**src/rtl/fft_stage_stream.sv**
```systemverilog
// Streaming radix-2 butterfly stage: one butterfly per beat, 3-stage pipeline, stall-by-output-ready.
// Define FFT_STAGE_SAT_EN to saturate out-of-range results; otherwise they wrap (o_ovf flags both).
module fft_stage_stream #(
  parameter int unsigned P_REAL_BITS = 14,
  parameter int unsigned P_TW_BITS   = 16,
  parameter int unsigned P_LOG2N     = 5,
  parameter int unsigned P_STAGE     = 3
) (
  input  logic                         CLK,
  input  logic                         RST,
  input  logic                         i_valid,
  output logic                         i_ready,
  input  logic                         i_first,
  input  logic [2*P_REAL_BITS-1:0]     i_a,
  input  logic [2*P_REAL_BITS-1:0]     i_b,
  output logic                         o_valid,
  input  logic                         o_ready,
  output logic                         o_last,
  output logic [2*P_REAL_BITS-1:0]     o_p,
  output logic [2*P_REAL_BITS-1:0]     o_m,
  input  logic                         i_tw_we,
  input  logic [P_LOG2N-2:0]           i_tw_addr,
  input  logic [2*P_TW_BITS-1:0]       i_tw_data,
  input  logic                         i_ovf_clr,
  output logic                         o_ovf
);

  localparam int unsigned W        = P_REAL_BITS;
  localparam int unsigned TW       = P_TW_BITS;
  localparam int unsigned KW       = P_LOG2N - 1;
  localparam int unsigned HALF_N   = 1 << KW;
  localparam int unsigned H        = 1 << P_STAGE;
  localparam int unsigned TW_SHIFT = P_LOG2N - 1 - P_STAGE;
  localparam int unsigned MW       = W + TW;
  localparam int unsigned PW       = MW + 1;
  localparam int unsigned W1       = W + 1;
  localparam int unsigned W2       = W + 2;
  localparam int unsigned FRAC     = TW - 2;
  localparam int unsigned RND      = 1 << (TW - 3);

  logic [2*TW-1:0] tw_mem [HALF_N];

  logic          en_c, acc_c;
  logic [KW-1:0] k, k_eff_c, tw_addr_c;

  logic          v1, last1;
  logic [2*W-1:0] a1, b1;
  logic [2*TW-1:0] w1;

  logic          v2, last2;
  logic [2*W-1:0] a2;
  logic signed [PW-1:0] pr2, pi2;

  logic signed [W-1:0]  b_re_c, b_im_c, a_re_c, a_im_c;
  logic signed [TW-1:0] w_re_c, w_im_c;
  logic signed [MW-1:0] m_rr_c, m_ii_c, m_ri_c, m_ir_c;
  logic signed [PW-1:0] prod_re_c, prod_im_c;
  logic signed [W1-1:0] bw_re_c, bw_im_c;
  logic [W:0]           p_re_c, p_im_c, m_re_c, m_im_c;
  logic                 oor_c;

  function automatic logic signed [W1-1:0] round_prod(input logic signed [PW-1:0] x);
    logic signed [PW-1:0] t;
    t = x + $signed(PW'(RND));
    return W1'(t >>> FRAC);
  endfunction

  function automatic logic signed [W1-1:0] half_sum(input logic signed [W-1:0] a,
                                                    input logic signed [W1-1:0] y,
                                                    input logic sub);
    logic signed [W2-1:0] s;
    s = sub ? (W2'(a) - W2'(y)) : (W2'(a) + W2'(y));
    s = s + W2'(1);
    return W1'(s >>> 1);
  endfunction

  // Returns {out_of_range, reduced part}.
  function automatic logic [W:0] reduce(input logic signed [W1-1:0] x);
    logic         oor;
    logic [W-1:0] val;
    oor = x[W] ^ x[W-1];
`ifdef FFT_STAGE_SAT_EN
    val = oor ? {x[W], {(W-1){~x[W]}}} : x[W-1:0];
`else
    val = x[W-1:0];
`endif
    return {oor, val};
  endfunction

  assign en_c      = !o_valid || o_ready;
  assign i_ready   = en_c;
  assign acc_c     = i_valid && en_c;
  assign k_eff_c   = i_first ? '0 : k;
  assign tw_addr_c = (k_eff_c & KW'(H - 1)) << TW_SHIFT;

  // Twiddle RAM is deliberately unreset so coefficients survive a pipeline reset.
  always_ff @(posedge CLK) begin
    if (i_tw_we) tw_mem[i_tw_addr] <= i_tw_data;
  end

  always_ff @(posedge CLK or negedge RST) begin
    if (!RST)       k <= '0;
    else if (acc_c) k <= k_eff_c + KW'(1);
  end

  // S1: operand and twiddle capture.
  always_ff @(posedge CLK or negedge RST) begin
    if (!RST) begin
      v1 <= 1'b0; last1 <= 1'b0; a1 <= '0; b1 <= '0; w1 <= '0;
    end else if (en_c) begin
      v1    <= i_valid;
      last1 <= i_valid && (k_eff_c == '1);
      a1    <= i_a;
      b1    <= i_b;
      w1    <= tw_mem[tw_addr_c];
    end
  end

  assign b_re_c    = b1[2*W-1:W];
  assign b_im_c    = b1[W-1:0];
  assign w_re_c    = w1[2*TW-1:TW];
  assign w_im_c    = w1[TW-1:0];
  assign m_rr_c    = MW'(b_re_c) * MW'(w_re_c);
  assign m_ii_c    = MW'(b_im_c) * MW'(w_im_c);
  assign m_ri_c    = MW'(b_re_c) * MW'(w_im_c);
  assign m_ir_c    = MW'(b_im_c) * MW'(w_re_c);
  assign prod_re_c = PW'(m_rr_c) - PW'(m_ii_c);
  assign prod_im_c = PW'(m_ri_c) + PW'(m_ir_c);

  // S2: full-precision b*W.
  always_ff @(posedge CLK or negedge RST) begin
    if (!RST) begin
      v2 <= 1'b0; last2 <= 1'b0; a2 <= '0; pr2 <= '0; pi2 <= '0;
    end else if (en_c) begin
      v2    <= v1;
      last2 <= last1;
      a2    <= a1;
      pr2   <= prod_re_c;
      pi2   <= prod_im_c;
    end
  end

  always_comb begin
    a_re_c  = a2[2*W-1:W];
    a_im_c  = a2[W-1:0];
    bw_re_c = round_prod(pr2);
    bw_im_c = round_prod(pi2);
    p_re_c  = reduce(half_sum(a_re_c, bw_re_c, 1'b0));
    p_im_c  = reduce(half_sum(a_im_c, bw_im_c, 1'b0));
    m_re_c  = reduce(half_sum(a_re_c, bw_re_c, 1'b1));
    m_im_c  = reduce(half_sum(a_im_c, bw_im_c, 1'b1));
    oor_c   = p_re_c[W] | p_im_c[W] | m_re_c[W] | m_im_c[W];
  end

  // S3: scaled sum/difference outputs.
  always_ff @(posedge CLK or negedge RST) begin
    if (!RST) begin
      o_valid <= 1'b0; o_last <= 1'b0; o_p <= '0; o_m <= '0;
    end else if (en_c) begin
      o_valid <= v2;
      o_last  <= last2;
      o_p     <= {p_re_c[W-1:0], p_im_c[W-1:0]};
      o_m     <= {m_re_c[W-1:0], m_im_c[W-1:0]};
    end
  end

  // Sticky overflow; a new overflow beats a coincident clear.
  always_ff @(posedge CLK or negedge RST) begin
    if (!RST)                     o_ovf <= 1'b0;
    else if (en_c && v2 && oor_c) o_ovf <= 1'b1;
    else if (i_ovf_clr)           o_ovf <= 1'b0;
  end

endmodule

```
**config.mk**
```make
export PLATFORM = sky130hd
export DESIGN_NAME = fft_stage_stream
export DESIGN_NICKNAME = d
export VERILOG_FILES = /design/src/rtl/fft_stage_stream.sv
export SDC_FILE = /design/constraint.sdc
export NUM_CORES = 2
export LEC_CHECK = 0
export ABC_AREA = 1
export CAP_MARGIN = 20
export CORE_UTILIZATION = 52
export CTS_CLUSTER_DIAMETER = 200
export DETAILED_ROUTE_END_ITERATION = 16
export PLACE_DENSITY_LB_ADDON = 0.25
export SYNTH_ARGS = -nofsm -noshare
export SYNTH_HDL_FRONTEND = slang
export SYNTH_SLANG_ARGS = --single-unit
```
**constraint.sdc**
```tcl
create_clock -name CLK -period 14.2 [get_ports CLK]
set_input_delay 4.26 -clock CLK [delete_from_list [all_inputs] [get_ports CLK]]
set_output_delay 4.26 -clock CLK [all_outputs]
set_load 0.01 [all_outputs]
```
==> metrics.txt <==
maximum number of pins on one net before global-route repair=99; launching point of the worst reg2reg path=b1[27]; fraction of layout instances using a drive strength above 1=0.0348; Antenna Nets Post-Route=0; leading post-synthesis cells by instance count=sky130_fd_sc_hd__nand2_1 (1784), sky130_fd_sc_hd__inv_1 (1596), sky130_fd_sc_hd__fa_1 (963); required time of the worst setup path=9.94 ns; drt first pass iters=8; worst clock skew=0.0192 ns; final clock period utilization by the worst path=0.734; Slew headroom=0.305; peak fanout along the critical path=85; unrepaired setup endpoints after global routing=no; average via count per standard cell=5.24; number of setup violations in the final report=0; endpoint with the worst hold slack=a2[8]; Synthesized Nets=7850; global route overflow=0; sum of routed wire length over all layers=143000 um; top-level I/O count=159; Worst Hold Class=reg -> reg; number of cell instances on the worst register-to-register path=22; number of buffers on the longest clock path=3; area of the mapped netlist=56000 um2; number of flops mapped to enable cells by yosys=256; worst reg2reg path endpoint=pr2[20]; global-route wire length before repair=232000 um; critical setup path kind=in -> out; detailed-route via count=41436; TritonCTS Buffers=52; count of pins over their slew limit=0; Clk pin slew, worst setup/hold paths=0.06 ns; final weighted congestion of routability-driven global placement=0.902; run status=complete, no violations; Mapped Cells=6464; residual DRC count=0; CTS sink cnt=471; number of synthesized register bits=471; Post-Synthesis Mean Instance Area=8.66 um2; largest cells by area after synthesis=sky130_fd_sc_hd__fa_1 (34%), sky130_fd_sc_hd__edfxtp_1 (14%), sky130_fd_sc_hd__nand2_1 (12%); CP Capture Type=primary output; final standard cell utilization of the core=0.567; synthesis-to-layout area growth=8.33%; FMAX=0.0959 GHz; number of instances in the placed design=7807; initial core utilization=0.524; Setup Fix Bufs, Post-CTS=0; Die Area=109000 um2; Port Buffers=158; insertion delay of the later-clocked pin in the worst-skew pair=0.64 ns; cell with the most instances after synthesis=sky130_fd_sc_hd__nand2_1; clock tree from TritonCTS=built; worst path arrival time=6.17 ns; top-area cell type share of the netlist area=0.344; fin cells=7906; number of hold-repair buffers added at the cts stage=0; Final Hold Fails=0; Row Count=120; vias in the first global route=43337; initial antenna violation count=2; startpoint of the lowest-slack hold path=a1[8]; register area share after synthesis=0.233; internal reg-to-reg setup slack=6.38 ns; cell type with the largest total area after synthesis=sky130_fd_sc_hd__fa_1; DIE WIDTH=330 um; sum of negative setup slack=0 ns; library cell used as clock root buffer=sky130_fd_sc_hd__clkbuf_16; async set-reset flop share out of synthesis=0.456; post-detailed-route wirelength per cell=18.1 um; yosys warns=0; Startpoint Class=primary input; Min Clock Period, post-route=10.43 ns; number of H-tree branching levels=2; quantity of gates resized following cts=0; max-capacitance violation count=0; depth of the worst hold-timing path=2; Total Routing Usage GR=0.273; placeable core area=107000 um2; most instantiated flip-flop cell in the synthesis netlist=sky130_fd_sc_hd__edfxtp_1; transition time of the tightest slew-check pin=1.04 ns; nets@finish=7844; detailed-placement wirelength estimate=108000 um; drt initial violations=2789; number of distinct standard cells referenced by the synthesized netlist=45; chip height=330 um
flip-flops by register name, summed over array words and instances (netlist names):
name	count
a1	28
a2	28
b1	28
k	4
last1	1
last2	1
o_last	1
o_m	28
o_ovf	1
o_p	28
o_valid	1
pi2	16
pr2	16
tw_mem	256
v1	1
v2	1
w1	32
cell usage in the layout (no fill, tap or decap), types with 81 or more instances in the layout:
cell type,instances
sky130_fd_sc_hd__fa_1,963
sky130_fd_sc_hd__clkdlybuf4s50_1,157
sky130_fd_sc_hd__dfrtp_1,214
sky130_fd_sc_hd__nand3_1,157
sky130_fd_sc_hd__buf_4,81
sky130_fd_sc_hd__inv_1,1593
sky130_fd_sc_hd__edfxtp_1,256
sky130_fd_sc_hd__ha_1,324
sky130_fd_sc_hd__nor2_1,171
sky130_fd_sc_hd__o21ai_0,171
sky130_fd_sc_hd__nand2_1,1784
sky130_fd_sc_hd__a21oi_1,180
worst max path at each step:
stage	endpoint	cells past startpoint	start	slack, ns
3_5_place_dp	i_ready	5	o_ready	3.77
5_1_grt	i_ready	5	o_ready	3.67
3_3_place_gp	i_ready	5	o_ready	3.78
2_1_floorplan	i_ready	5	o_ready	4.81
6_report	i_ready	5	o_ready	3.77
4_1_cts	i_ready	5	o_ready	3.77
through the flow:
stage / hold slack [ns] / instance area (um2) / setup WS (ns)
floorplan: 0.432 / 56000 / 4.81
global placement: 0.455 / 58900 / 3.78
detailed placement: 0.455 / 58900 / 3.77
CTS: 0.468 / 60700 / 3.77
global route: 0.484 / 60700 / 3.67
finish: 0.465 / 60700 / 3.77
critical path, stage by stage:
cell and delay, ns:
sky130_fd_sc_hd__clkdlybuf4s50_1 0.51, sky130_fd_sc_hd__nor2_4 0.05, sky130_fd_sc_hd__buf_4 0.26, sky130_fd_sc_hd__inv_8 0.40, sky130_fd_sc_hd__clkdlybuf4s50_1 0.63
kinds of logic (layout without fill, tap and decap cells):
family	count (synthesis)	after routing	share of synthesized area
AO/OA/AOI/OAI	503	503	0.0529
adder cells (fa/ha/maj)	1287	1287	0.417
flip-flops	471	471	0.233
other	0	1	0
AND/OR/NAND/NOR	2239	2239	0.159
buffers and inverters	1899	1937	0.128
XOR/XNOR	65	65	0.0102
per-layer routing:
layer / routed length, um / vias to the layer above / GRT usage
li1: - / 19165 / -
met1: 59400 / 20892 / 0.358
met2: 71300 / 1162 / 0.472
met3: 8260 / 217 / 0.0359
met4: 3820 / 0 / 0.0785
met5: 0 / - / 0
final cells by class:
class                   count  area [um2]
diodes                      1        2.50
clock buffers              65        1410
clock inverters            33         390
fillers                  9581       46200
inverters                1600        6010
multi-input cells        4094       35800
flip-flops and latches    471       13100
well taps                1403        1760
repair buffers            239        2190
Power is not shown: default switching activity piles up to over one toggle a cycle in this logic, so the estimate is an artifact.
